File: config.mk
export PLATFORM = sky130hd
export DESIGN_NAME = stepdir_multi_flat
export DESIGN_NICKNAME = d
export VERILOG_FILES = /design/src/rtl/stepdir_pkg.sv /design/src/rtl/stepdir_multi_if.sv /design/src/rtl/stepdir_axis.sv /design/src/rtl/stepdir_multi.sv /design/src/flat_wrapper.sv
export SDC_FILE = /design/constraint.sdc
export NUM_CORES = 1
export LEC_CHECK = 0
export ABC_CLOCK_PERIOD_IN_PS = 18600
export CAP_MARGIN = 10
export CORE_UTILIZATION = 35
export CTS_CLUSTER_DIAMETER = 120
export CTS_CLUSTER_SIZE = 40
export DETAILED_ROUTE_END_ITERATION = 16
export GPL_TIMING_DRIVEN = 1
export PLACE_DENSITY = 0.63
export SLEW_MARGIN = 0
export SYNTH_ARGS = -nofsm -noshare
export SYNTH_HDL_FRONTEND = slang
export SYNTH_SLANG_ARGS = --single-unit
File: constraint.sdc
create_clock -name clk -period 18.6 [get_ports clk]
set_input_delay 3.72 -clock clk [delete_from_list [all_inputs] [get_ports clk]]
set_output_delay 3.72 -clock clk [all_outputs]
set_load 0.05 [all_outputs]
File: src/rtl/stepdir_pkg.sv
// rtl/stepdir_pkg.sv - shared widths, axis state type and period helper for the step/dir generator
package stepdir_pkg;
    localparam int POS_W = 32;
    localparam int VEL_W = 32;
    localparam int CNT_W = 32;

    typedef enum logic [1:0] {IDLE, DIR_SETUP, STEP_HIGH, STEP_LOW} axis_state_t;

    // Shortest legal period: the pulse itself, the dir hold after it, and one low cycle.
    function automatic logic [CNT_W-1:0] min_period(input int pulse_len, input int dir_hold);
        return CNT_W'(pulse_len + dir_hold + 1);
    endfunction
endpackage

File: src/rtl/stepdir_multi_if.sv
// rtl/stepdir_multi_if.sv - host command / pin-side bundle for stepdir_multi
// master: drives velocity, enable, error; observes step, dir, en, position
// slave : the generator itself
interface stepdir_multi_if #(parameter int NUM_AXES = 3);
    import stepdir_pkg::VEL_W;
    import stepdir_pkg::POS_W;

    logic [VEL_W*NUM_AXES-1:0] velocity;
    logic [NUM_AXES-1:0]       enable;
    logic                      error;
    logic [NUM_AXES-1:0]       step;
    logic [NUM_AXES-1:0]       dir;
    logic [NUM_AXES-1:0]       en;
    logic [POS_W*NUM_AXES-1:0] position;

    modport master (output velocity, enable, error, input step, dir, en, position);
    modport slave  (input velocity, enable, error, output step, dir, en, position);
endinterface

File: src/rtl/stepdir_axis.sv
// rtl/stepdir_axis.sv - single-axis step/dir FSM with period counter and position counter
// clk, rst  : clock, async active-high reset
// active_en : registered, fault-gated enable for this axis
// velocity  : signed period command (|v| cycles per step, sign = dir, 0 = stop)
// step, dir : pin outputs; position : signed step count
module stepdir_axis import stepdir_pkg::*; #(
    parameter int PULSE_CYC = 27,
    parameter int SETUP_CYC = 27,
    parameter int HOLD_CYC  = 27
) (
    input  logic             clk,
    input  logic             rst,
    input  logic             active_en,
    input  logic [VEL_W-1:0] velocity,
    output logic             step,
    output logic             dir,
    output logic [POS_W-1:0] position
);
    localparam logic [CNT_W-1:0] MIN_P      = min_period(PULSE_CYC, HOLD_CYC);
    localparam logic [CNT_W-1:0] HIGH_LAST  = CNT_W'(PULSE_CYC - 1);
    localparam logic [CNT_W-1:0] SETUP_LAST = CNT_W'(SETUP_CYC - 1);
    // cnt is measured from the rising edge, so the hold window closes PULSE+HOLD cycles after it.
    localparam logic [CNT_W-1:0] HOLD_DONE  = CNT_W'(PULSE_CYC + HOLD_CYC - 1);

    axis_state_t      state_d, state_q;
    logic [CNT_W-1:0] cnt_d, cnt_q, cnt_inc;
    logic             step_d, step_q, dir_d, dir_q;
    logic [POS_W-1:0] pos_d, pos_q, pos_step;
    logic [VEL_W:0]   mag, period, thresh;
    logic             dir_req, active, due, hold_ok;

    always_comb begin
        // 33-bit magnitude so that -2^31 yields 2^31 without overflow.
        mag      = velocity[VEL_W-1] ? ({1'b0, ~velocity} + 33'd1) : {1'b0, velocity};
        period   = (mag < {1'b0, MIN_P}) ? {1'b0, MIN_P} : mag;
        thresh   = period - 33'd1;
        due      = {1'b0, cnt_q} >= thresh;
        hold_ok  = cnt_q >= HOLD_DONE;
        dir_req  = ~velocity[VEL_W-1];
        active   = active_en && (velocity != '0);
        cnt_inc  = (cnt_q == '1) ? cnt_q : cnt_q + 1'b1;
        pos_step = dir_q ? POS_W'(1) : '1;

        state_d = state_q;
        cnt_d   = cnt_q;
        step_d  = step_q;
        dir_d   = dir_q;
        pos_d   = pos_q;
        case (state_q)
            IDLE: begin
                step_d = 1'b0;
                if (active) begin
                    if (dir_req != dir_q) begin
                        state_d = DIR_SETUP;
                        dir_d   = dir_req;
                        cnt_d   = '0;
                    end else begin
                        // Saturated count makes the first step due immediately.
                        state_d = STEP_LOW;
                        cnt_d   = '1;
                    end
                end
            end
            DIR_SETUP: begin
                if (!active) begin
                    state_d = IDLE;
                end else if (dir_req != dir_q) begin
                    dir_d = dir_req;
                    cnt_d = '0;
                end else if (cnt_q >= SETUP_LAST) begin
                    state_d = STEP_HIGH;
                    step_d  = 1'b1;
                    cnt_d   = '0;
                    pos_d   = pos_q + pos_step;
                end else begin
                    cnt_d = cnt_inc;
                end
            end
            STEP_HIGH: begin
                // Pulse always runs to full width regardless of enable or velocity.
                cnt_d = cnt_inc;
                if (cnt_q >= HIGH_LAST) begin
                    state_d = STEP_LOW;
                    step_d  = 1'b0;
                end
            end
            STEP_LOW: begin
                cnt_d = cnt_inc;
                if (!active) begin
                    if (hold_ok) state_d = IDLE;
                end else if (dir_req != dir_q) begin
                    if (hold_ok) begin
                        state_d = DIR_SETUP;
                        dir_d   = dir_req;
                        cnt_d   = '0;
                    end
                end else if (due) begin
                    state_d = STEP_HIGH;
                    step_d  = 1'b1;
                    cnt_d   = '0;
                    pos_d   = pos_q + pos_step;
                end
            end
            default: begin
                state_d = IDLE;
                step_d  = 1'b0;
            end
        endcase
    end

    always_ff @(posedge clk or posedge rst) begin
        if (rst) begin
            state_q <= IDLE;
            cnt_q   <= '0;
            step_q  <= 1'b0;
            dir_q   <= 1'b0;
            pos_q   <= '0;
        end else begin
            state_q <= state_d;
            cnt_q   <= cnt_d;
            step_q  <= step_d;
            dir_q   <= dir_d;
            pos_q   <= pos_d;
        end
    end

    assign step     = step_q;
    assign dir      = dir_q;
    assign position = pos_q;
endmodule

File: src/rtl/stepdir_multi.sv
// rtl/stepdir_multi.sv - N-axis step/dir pulse generator with shared fault gating
// clk, rst : system clock, async active-high reset
// bus      : velocity/enable/error in; step/dir/en/position out (per-axis slices of 32 bits)
module stepdir_multi #(
    parameter int NUM_AXES  = 3,
    parameter int PULSE_LEN = 27,
    parameter int DIR_SETUP = 27,
    parameter int DIR_HOLD  = 27
) (
    input  logic           clk,
    input  logic           rst,
    stepdir_multi_if.slave bus
);
    import stepdir_pkg::VEL_W;
    import stepdir_pkg::POS_W;

    logic [NUM_AXES-1:0]       en_d, en_q;
    logic [NUM_AXES-1:0]       step_w, dir_w;
    logic [POS_W*NUM_AXES-1:0] pos_w;

    always_comb en_d = bus.enable & {NUM_AXES{~bus.error}};

    always_ff @(posedge clk or posedge rst) begin
        if (rst) en_q <= '0;
        else     en_q <= en_d;
    end

    for (genvar i = 0; i < NUM_AXES; i++) begin : g_axis
        stepdir_axis #(
            .PULSE_CYC (PULSE_LEN),
            .SETUP_CYC (DIR_SETUP),
            .HOLD_CYC  (DIR_HOLD)
        ) u_axis (
            .clk       (clk),
            .rst       (rst),
            .active_en (en_q[i]),
            .velocity  (bus.velocity[VEL_W*i +: VEL_W]),
            .step      (step_w[i]),
            .dir       (dir_w[i]),
            .position  (pos_w[POS_W*i +: POS_W])
        );
    end

    assign bus.en       = en_q;
    assign bus.step     = step_w;
    assign bus.dir      = dir_w;
    assign bus.position = pos_w;
endmodule

File: src/flat_wrapper.sv
// flat-port wrapper written by rule: the top's interface ports become plain ports
module stepdir_multi_flat import stepdir_pkg::VEL_W; import stepdir_pkg::POS_W;
#(
    parameter int NUM_AXES  = 3,
    parameter int PULSE_LEN = 27,
    parameter int DIR_SETUP = 27,
    parameter int DIR_HOLD  = 27
)
  (clk, rst, bus_velocity, bus_enable, bus_error, bus_step, bus_dir, bus_en, bus_position);
  stepdir_multi_if #(.NUM_AXES(NUM_AXES)) bus_i ();
  input  logic clk;
  input  logic rst;
  input wire logic [$bits(bus_i.velocity)-1:0] bus_velocity;
  input wire logic [$bits(bus_i.enable)-1:0] bus_enable;
  input wire logic [$bits(bus_i.error)-1:0] bus_error;
  output wire logic [$bits(bus_i.step)-1:0] bus_step;
  output wire logic [$bits(bus_i.dir)-1:0] bus_dir;
  output wire logic [$bits(bus_i.en)-1:0] bus_en;
  output wire logic [$bits(bus_i.position)-1:0] bus_position;
  assign bus_i.velocity = bus_velocity;
  assign bus_i.enable = bus_enable;
  assign bus_i.error = bus_error;
  assign bus_step = bus_i.step;
  assign bus_dir = bus_i.dir;
  assign bus_en = bus_i.en;
  assign bus_position = bus_i.position;
  stepdir_multi #(.NUM_AXES(NUM_AXES), .PULSE_LEN(PULSE_LEN), .DIR_SETUP(DIR_SETUP), .DIR_HOLD(DIR_HOLD)) u_core (.clk(clk), .rst(rst), .bus(bus_i));
endmodule
======== After elaboration in Yosys (flattened, before gate mapping) ========
Index checks and enable logic that the tools add are counted.
cells by class
  magnitude comparators ................... 12
  muxes and demuxes ....................... 141
  bitwise logic cells ..................... 8
  add/subtract/negate cells ............... 12
  reduce and logical (&&, ||, !) cells .... 33
  equal/unequal tests ..................... 66
operators with widths
  kind                                                   number
  2-to-1 mux 32 bit                                      51
  case mux 32 bit (4 select lines)                       3
  2-to-1 mux 33 bit                                      6
  case mux 32 bit (2 select lines)                       3
  adder 32 x 1 -> 33 bit, second input constant          3
  >= comparator 32 x 33 -> 1 bit                         3
  < comparator 33 x 6 -> 1 bit, second input constant    3
  subtractor 33 x 1 -> 33 bit, second input constant     3
  adder 32 x 1 -> 32 bit, second input constant          3
  adder 32 bit                                           3
  == test 32 bit, second input constant                  3
  >= comparator 32 x 5 -> 1 bit, second input constant   3
  >= comparator 32 x 6 -> 1 bit, second input constant   3
  NOT 32 bit                                             3
  nonzero test 32 bit                                    3
  2-to-1 mux 2 bit                                       33
  AND reduction 7 bit                                    9
  inequality test 2 bit, second input constant           30
  2-to-1 mux 1 bit                                       36
  inequality test 3 bit, second input constant           12
  case mux 2 bit (4 select lines)                        3
  AND reduction 6 bit                                    3
  == test 2 bit, second input constant                   6
  inequality test 2 x 1 -> 1 bit, second input constant  6
  other kinds (12)                                       38
storage, ports and cells
  bits in registers ....................... 207
  bits of input ports ..................... 102
  output and inout bits ................... 105
  word-level logic and storage cells ...... 288

======== Logic depth before layout (Yosys ltp) ========
Gate-level depths: netlist (run 1).
  depth after elaboration ................. 11
  gate-level depth with buffers ........... 34
  gate-level depth less buffers ........... 29

======== Modules after synthesis ========
A second synthesis (run 1) with hierarchy kept.
unflattened totals
  cell total of the unflattened synthesis .. 2868
  area total of the unflattened synthesis .. 22557.9 um^2
by module, submodules not included
  module                                   area each (um^2)  seq. area each (um^2)  cells an instance  instances
  stepdir_axis at u_core.g_axis[0].u_axis  7557.2            1701.6                 937                1
  stepdir_axis at u_core.g_axis[2].u_axis  7463.4            1701.6                 954                1
  stepdir_axis at u_core.g_axis[1].u_axis  7439.6            1701.6                 970                1
  stepdir_multi                            97.6              75.1                   7                  1

======== Least setup slack after synthesis (run 1) ========
No wires, ideal clock.
  kind .................................... input to register
  from .................................... in bus_velocity[14]
  to ...................................... reg u_core.g_axis[0].u_axis.pos_q[16]
  stages .................................. 31
  path slack .............................. 8.212 ns
  library setup time ...................... 0.095 ns
  arrival time ............................ 10.293 ns
  data required time ...................... 18.505 ns
  buffers on the path ..................... 4
  cells stage by stage .................... or4_1 -> or4_1 -> clkbuf_1 -> or3_1 -> o41ai_1 -> xnor2_1 -> nor3_1 -> nand4_1 -> clkbuf_1 -> and2_1 -> ha_1 -> and3_1 -> nor3b_1 -> nand2_1 -> nor3_1 -> nand3_1 -> xnor2_1 -> ha_1 -> a21o_1 -> a21o_1 -> a21oi_1 -> o21ai_0 -> a21oi_1 -> a21oi_1 -> a311oi_1 -> nor2_1 -> o211ai_1 -> clkbuf_1 -> buf_1 -> nand2_1 -> o31ai_1
on the way
  cells in the longest elaborated chain, start to end .. 9
  elaborated cells between the ends (all ways) .. 13
  those cells by class .................... add/sub: 2; order compare: 2; eq/ne: 3; mux: 2; bitwise: 1; reduce/logical: 3
RTL lines
  what                                    line                 RTL
  start: declaration                      flat_wrapper.sv:13   input wire logic [$bits(bus_i.velocity)-1:0] bus_velocity;
  NOT 32 bit                              stepdir_axis.sv:34   mag = velocity[VEL_W-1] ? ({1'b0, ~velocity} + 33'd1) : {1'b0, velocity};
  adder 32 x 1 -> 33 bit                  stepdir_axis.sv:34
  2-to-1 mux 33 bit                       stepdir_axis.sv:34
  < comparator 33 x 6 -> 1 bit            stepdir_axis.sv:35   period = (mag < {1'b0, MIN_P}) ? {1'b0, MIN_P} : mag;
  2-to-1 mux 33 bit                       stepdir_axis.sv:35
  subtractor 33 x 1 -> 33 bit             stepdir_axis.sv:36   thresh = period - 33'd1;
  >= comparator 32 x 33 -> 1 bit          stepdir_axis.sv:37   due = {1'b0, cnt_q} >= thresh;
  inequality test 2 bit (no source line)  n/a
  AND reduction 7 bit (no source line) *  n/a
  end signal: assignment                  stepdir_axis.sv:123  pos_q <= pos_d;
  end: declaration                        stepdir_axis.sv:28   logic [POS_W-1:0] pos_d, pos_q, pos_step;
Every way passes the cells marked *; elsewhere a longest branch is shown, timed or not.
A chain may end at the register's enable or synchronous reset.

======== Final worst setup path (run 1) ========
  from .................................... in bus_velocity[8]
  to ...................................... reg u_core.g_axis[0].u_axis.cnt_q[13]
on the way
  cells in the longest elaborated chain, start to end .. 11
  elaborated cells between the ends (all ways) .. 16
  those cells by class .................... add/sub: 2; order compare: 2; eq/ne: 2; mux: 6; bitwise: 1; reduce/logical: 3
RTL lines
  what                              line                 RTL
  NOT 32 bit                        stepdir_axis.sv:34
  adder 32 x 1 -> 33 bit            stepdir_axis.sv:34
  2-to-1 mux 33 bit                 stepdir_axis.sv:34
  < comparator 33 x 6 -> 1 bit      stepdir_axis.sv:35
  2-to-1 mux 33 bit                 stepdir_axis.sv:35
  subtractor 33 x 1 -> 33 bit       stepdir_axis.sv:36
  >= comparator 32 x 33 -> 1 bit    stepdir_axis.sv:37
  2-to-1 mux 32 bit                 stepdir_axis.sv:97   end else if (due) begin
  2-to-1 mux 32 bit                 stepdir_axis.sv:91   end else if (dir_req != dir_q) begin
  2-to-1 mux 32 bit                 stepdir_axis.sv:89   if (!active) begin
  case mux 32 bit (4 select lines)  stepdir_axis.sv:49   case (state_q)
  end signal: assignment            stepdir_axis.sv:120  cnt_q <= cnt_d;
  end: declaration                  stepdir_axis.sv:26   logic [CNT_W-1:0] cnt_d, cnt_q, cnt_inc;
Several ways; a longest one is shown, not always the timed one.

==> results.toml, run 1 <==
[outcome]
status = "finished clean"

[grt]
grt_usage = 0.194
grt_overflow = 0
grtUsageMet3 = 0.0372
grt_pass1_wl_mm = 103
antenna_found_initial = 1
use_met2 = 0.314
grtUsageMet1 = 0.268
grt_pass1_vias = 19500
grt.busiest_layer = "met2"
grt_max_degree = 92

[die]
core_region_area_um2 = 61900
die_area_um2 = 63900
die_h_um = 253
fp.dieW_um = 253
row_count = 91
io_pins = 207
start_util = 0.355

[worst_setup_path]
crit_arrival_ns = 12.29
start_kind = "input pin"
required_ns = 19.05
cpMaxStageDelayCell = "nor4_1"
cpPeakStageDelay_ns = 0.82
critPathKind = "in -> reg"
path_max_fanout = 28
endpoint_kind = "flip-flop"
critPathMostFrequentCell = "a21oi_1"

[yosys]
synthFlopType = "dfrtp_1"
synth_async_sr_flop_share = 1.00
ys_ff_latch = 207
avgSynthCellArea_um2 = 7.78
ys_seq_area_frac = 0.235
yosys.area.top_type_share = 0.235
synthTopCellsByArea = "dfrtp_1, ha_1, xnor2_1"
synth_area_um2 = 22000
synth_warnings = 0
synth_fp_nets = 3139
synth_edf_count = 0
synth_area_leader_cell = "dfrtp_1"
synthCells = 2830
synthDistinctLibCells = 94

[place]
gp_congestion = 0.906
post-dp-hpwl_mm = 48.1
io_buffer_count = 206

[finish]
multi_input_area_um2 = 15900
nets = 3252
syn_to_final_growth_pct = 14.2
diodes = 0
seq_area_um2 = 5180
fillers = 6448
drive_above_1_share = 0.0342

[power_and_ir_drop]
powerDensity_nw_per_um2 = 159
power.total_mw = 4.00
p_leak_nw = 10.1
ir_drop_v = 0.000111

[min_path]
min_path_type = "reg -> reg"

[sta]
hold_violations = 0
layout_min_cycle_time_ns = 11.85
relSlewSlack = 0.285
rsz0062_at_grt = "no"
setup_tns_ns = 0
fin_crit_sh = 0.637
setup_viol = 0
fmax_mhz = 84.4
skew_ns = 0.0390
tightest_slew_ns = 1.07
slew_violations = 0

[clock_network]
cts_root_buf = "clkbuf_16"
cts_resized = 0
clockBufferDepth = 3
postCtsSetupRepairBufs = 0
cts.reportedPaths.clkPinSlew_ns = 0.14
htree_num_levels = 1
numClockSinks = 207
cts_tree = "done"
hold_buffers = 0
worstSkewPairLatency_ns = 0.53
numCtsBuffers = 13

[detailed_routing]
via_per_inst = 5.60
num_vias = 21200
drcViolationCount = 0
drt_iter0_drc = 1294
firstDrtPassIters = 5
antenna_left = 0
wire_per_inst_um = 16.8
drt_wl_total_mm = 63.5

[flow_run]
max_cap_violations = 0
[worst paths after layout]
kind	depth (start not counted)	from	to	slack, ns
worst max-delay path	29	bus_velocity[8]	u_core.g_axis[0].u_axis.cnt_q[13]	6.75
worst min-delay path	1	u_core.g_axis[1].u_axis.position[31]	u_core.g_axis[1].u_axis.position[31]	0.48
worst max register to register	14	u_core.g_axis[1].u_axis.dir	u_core.g_axis[1].u_axis.position[31]	13.91
worst min register to register	1	u_core.g_axis[1].u_axis.position[31]	u_core.g_axis[1].u_axis.position[31]	0.48
max in group asynchronous	3	rst	u_core.g_axis[0].u_axis.position[12]	13.52
min in group asynchronous	2	rst	u_core.g_axis[1].u_axis.position[29]	3.68
[critical path, delay by kind of cell]
kind / cells / cell delay [ns]
and+or+nand+nor: 12 / 4.09
buffers and inverters: 2 / 0.77
AOI/OAI and AO/OA: 11 / 2.84
xor gates and xnor gates: 2 / 0.38
adders and majority gates: 2 / 0.49
[metrics by stage]
| step | cell area, um2 | cells | hold WS [ns] | util | setup slack, ns |
|---|---|---|---|---|---|
| detailed placement | 24700 | 3765 | 0.461 | 0.398 | 6.20 |
| global route | 25100 | 3786 | 0.502 | 0.406 | 5.93 |
| finish | 25100 | 3786 | 0.476 | 0.406 | 6.75 |
| CTS | 25100 | 3786 | 0.479 | 0.406 | 6.80 |
| global placement | 24700 | 3765 | 0.467 | 0.398 | 6.31 |
| floorplan | 22000 | 2830 | 0.460 | - | 8.21 |
[flip-flops by register name, summed over array words and instances (netlist names)]
name and cells:
u_core.g_axis.u_axis.position 96, u_core.g_axis.u_axis.cnt_q 96, u_core.g_axis.u_axis.step 3, u_core.bus.en 3, u_core.g_axis.u_axis.state_q 6, u_core.g_axis.u_axis.dir 3
[layout make-up]
cell class / count / area share
clock inverter: 8 / 0.00548
tap: 837 / 0.0417
timing repair buffer: 229 / 0.0889
inverter: 71 / 0.0109
sequential: 207 / 0.206
multi-input combinational: 2421 / 0.634
clock buffer: 13 / 0.0129
[kinds of logic (layout without fill, tap and decap cells)]
kind of cell               after synthesis  count (layout)  synth area share
and+or+nand+nor                       1022            1022             0.228
AOI/OAI and AO/OA                      914             914             0.264
xor gates and xnor gates               256             256             0.102
adders and majority gates              207             207             0.119
DFF                                    207             207             0.235
buffers and inverters                  202             321            0.0413
muxes                                   22              22            0.0107
[power by group]
group          internal (mW)  switching (mW)
Clock                  0.145           0.200
Combinational           1.07            1.59
Sequential             0.659           0.330
Total                   1.88            2.12
[synthesized netlist by cell type (12+ instances only)]
| library cell | number |
|---|---|
| a211oi_1 | 34 |
| a21o_1 | 66 |
| a21oi_1 | 251 |
| a311oi_1 | 26 |
| a31oi_1 | 41 |
| a41oi_1 | 13 |
| and2_1 | 19 |
| and3_1 | 29 |
| and4_1 | 12 |
| clkbuf_1 | 97 |
| dfrtp_1 | 207 |
| ha_1 | 204 |
| inv_1 | 70 |
| mux2_2 | 12 |
| nand2_1 | 294 |
| nand2b_1 | 25 |
| nand3_1 | 93 |
| nand4_1 | 62 |
| nor2_1 | 244 |
| nor2b_1 | 25 |
| nor3_1 | 72 |
| nor4_1 | 49 |
| o211ai_1 | 16 |
| o21a_1 | 31 |
| o21ai_0 | 233 |
| o21bai_1 | 20 |
| o22a_1 | 20 |
| o22ai_1 | 20 |
| o31ai_1 | 34 |
| o41ai_1 | 18 |
| or2_2 | 18 |
| or3_1 | 26 |
| or4_1 | 17 |
| xnor2_1 | 155 |
| xor2_1 | 101 |
[cells in the final DEF, fill, tap and decap left out, types with 41 or more instances in the layout]
| cell | count |
|---|---|
| o21ai_0 | 233 |
| a31oi_1 | 41 |
| xor2_1 | 101 |
| ha_1 | 204 |
| a21oi_1 | 251 |
| xnor2_1 | 155 |
| clkdlybuf4s50_1 | 206 |
| nand2_1 | 294 |
| a21o_1 | 65 |
| nor4_1 | 49 |
| nor2_1 | 244 |
| dfrtp_1 | 207 |
| nor3_1 | 72 |
| nand3_1 | 93 |
| inv_1 | 69 |
| nand4_1 | 62 |
[per-layer routing]
layer  up-vias  wire length, um  part of all wire
li1      10800                -                 -
met1      9967            29700              0.47
met2       449            28700              0.45
met3        49             4130             0.065
met4         2              954             0.015
met5         -                8           0.00013
No activity file was read; power rests on OpenSTA's default activity.
==> inputs of run 2 (changes only) <==
--- a/config.mk
+++ b/config.mk
@@ -5,14 +5,14 @@
 export SDC_FILE = /design/constraint.sdc
 export NUM_CORES = 1
 export LEC_CHECK = 0
-export ABC_CLOCK_PERIOD_IN_PS = 18600
+export ABC_CLOCK_PERIOD_IN_PS = 10550
 export CAP_MARGIN = 10
 export CORE_UTILIZATION = 35
 export CTS_CLUSTER_DIAMETER = 120
 export CTS_CLUSTER_SIZE = 40
 export DETAILED_ROUTE_END_ITERATION = 16
 export GPL_TIMING_DRIVEN = 1
-export PLACE_DENSITY = 0.63
+export PLACE_DENSITY = 0.65
 export SLEW_MARGIN = 0
 export SYNTH_ARGS = -nofsm -noshare
 export SYNTH_HDL_FRONTEND = slang
==> constraint.sdc (replaced) <==
create_clock -name clk -period 10.55 [get_ports clk]
set_input_delay 2.11 -clock clk [delete_from_list [all_inputs] [get_ports clk]]
set_output_delay 2.11 -clock clk [all_outputs]
set_load 0.05 [all_outputs]
==> run 2 against run 1 <==
Against the previous run: die area unchanged; count of clock-buffer cells in the layout unchanged; final area is 0.98% higher; worst hold slack better by 0.013 ns; sequential power increased by 75%; sequential cell count unchanged; largest cell class unchanged; largest power group unchanged; combinational power rose by 77%; sequential share of layout area shrank 0.20 points.
==> results.toml, run 2 (synthesized netlist as in run 1, its figures left out) <==
[grt]
grt_usage = 0.196
grt_overflow = 0
grt_pass1_vias = 19800
grt_max_degree = 82
grt_pass1_wl_mm = 104
antenna_found_initial = 0

[power_and_ir_drop]
p_leak_nw = 10.3
switching_share = 0.530
seq_power_share = 0.244
powerDensity_nw_per_um2 = 280
combPwrFrac = 0.664
internal_power_mw = 3.34
ir_drop_v = 0.000210
power.total_mw = 7.11
p_switching_mw = 3.77
clkPwrFrac = 0.092

[finish]
nets = 3271
syn_to_final_growth_pct = 15.3
mostFrequentLayoutCells = "nand2_1, a21oi_1, nor2_1"
diodes = 0
layout_commonest_cell = "nand2_1"
fillers = 6409
drive_above_1_share = 0.0404

[die]
start_util = 0.355
fp.dieW_um = 253
die_h_um = 253
io_pins = 207
core_region_area_um2 = 61900
die_area_um2 = 63900
row_count = 91

[detailed_routing]
via_per_inst = 5.62
firstDrtPassIters = 5
top_layer_used = "met4"
num_vias = 21400
met1_length_mm = 30.0
wl_met2_mm = 28.6
drcViolationCount = 0
wire_per_inst_um = 16.8
antenna_left = 0
drt_wl_total_mm = 63.8
wl_met3_mm = 4.09
drt_iter0_drc = 1491

[sta]
setup_tns_ns = 0
relSlewSlack = 0.301
hold_violations = 0
setup_viol = 0
tightest_slew_ns = 1.04
slew_violations = 0
layout_min_cycle_time_ns = 9.56
fin_crit_sh = 0.907
skew_ns = 0.0585
fmax_mhz = 105
rsz0062_at_grt = "no"

[worst_setup_path]
cpMaxStageDelayCell = "or4b_1"
cpPeakStageDelay_ns = 0.61
r2r_start = "u_core.g_axis[1].u_axis.dir"
reg2reg_depth = 14
ff2ff_setup_slack_ns = 5.81
crit_arrival_ns = 10.00
start_kind = "input pin"
rr_endpoint = "u_core.g_axis[1].u_axis.position[31]"
required_ns = 10.98
crit_start = "bus_velocity[64]"
path_max_fanout = 20
critPathKind = "in -> reg"
endpoint = "u_core.g_axis[2].u_axis.cnt_q[1]"
endpoint_kind = "flip-flop"

[clock_network]
postCtsSetupRepairBufs = 0
worstSkewPairLatency_ns = 0.55
cts.reportedPaths.clkPinSlew_ns = 0.12
cts_resized = 0
clockBufferDepth = 3
htree_num_levels = 1
cts_root_buf = "clkbuf_16"
cts_tree = "done"
numClockSinks = 207
numCtsBuffers = 13
hold_buffers = 0

[min_path]
min_path_type = "reg -> reg"
hold_path_depth = 1

[outcome]
status = "finished clean"

[place]
io_buffer_count = 206
post-dp-hpwl_mm = 48.5
gp_congestion = 0.926

[flow_run]
max_cap_violations = 0
[run 2: cell types whose count changed in the layout (fill, tap and decap cells not counted)]
cell,before,now
buf_4,23,40
clkinv_16,1,6
buf_12,0,2
clkinv_8,1,0
clkinvlp_4,1,0
inv_12,2,1
inv_16,2,1
inv_8,2,1
[run 2: worst min path at each step]
stage / from / to / slack, ns
3_5_place_dp: u_core.g_axis[1].u_axis.position[31] / u_core.g_axis[1].u_axis.position[31] / 0.48
3_3_place_gp: u_core.g_axis[1].u_axis.position[31] / u_core.g_axis[1].u_axis.position[31] / 0.46
5_1_grt: u_core.g_axis[1].u_axis.position[31] / u_core.g_axis[1].u_axis.position[31] / 0.53
6_report: u_core.g_axis[1].u_axis.position[31] / u_core.g_axis[1].u_axis.position[31] / 0.49
4_1_cts: u_core.g_axis[1].u_axis.position[31] / u_core.g_axis[1].u_axis.position[31] / 0.50
2_1_floorplan: u_core.bus.en[0] / u_core.g_axis[0].u_axis.dir / 0.46
[run 2: per-layer routing]
layer / vias up / track usage
li1: 10800 / -
met1: 9974 / 0.275
met2: 571 / 0.316
met3: 59 / 0.0309
met4: 0 / 0.0369
met5: - / 0
[run 2: cell type report]
class,instances,area [um2],area share
Multi-Input combinational cell,2421,15900,0.628
Sequential cell,207,5180,0.204
Inverter,71,274,0.0108
Clock inverter,8,216,0.00853
Tap cell,837,1050,0.0413
Timing Repair Buffer,248,2400,0.0947
Clock buffer,13,325,0.0128
[run 2: stage by stage]
step	hold slack (ns)	setup slack, ns	std cells	utilization	instance area [um2]
2_1_floorplan	0.460	1.77	2830	-	22000
3_3_place_gp	0.463	0.700	3784	0.401	24800
3_5_place_dp	0.478	0.684	3784	0.401	24800
4_1_cts	0.498	1.18	3805	0.410	25400
5_1_grt	0.530	0.430	3805	0.410	25400
6_report	0.489	0.986	3805	0.410	25400
[run 2: worst max-delay path: cells and delay by family]
kind                       cells  cell delay, ns
xor gates and xnor gates       2            0.40
and+or+nand+nor                9            2.63
AOI/OAI and AO/OA             14            3.13
buffers and inverters          3            0.96
adders and majority gates      3            0.77
[run 2: power groups by stage]
stage	Clock [mW]	Sequential [mW]	Combinational, mW
6_report	0.653	1.73	4.72
5_1_grt	0.705	1.81	5.29
4_1_cts	0.686	1.73	4.73
3_5_place_dp	0	1.75	4.71
3_3_place_gp	0	1.74	4.66
2_1_floorplan	0	2.08	3.10
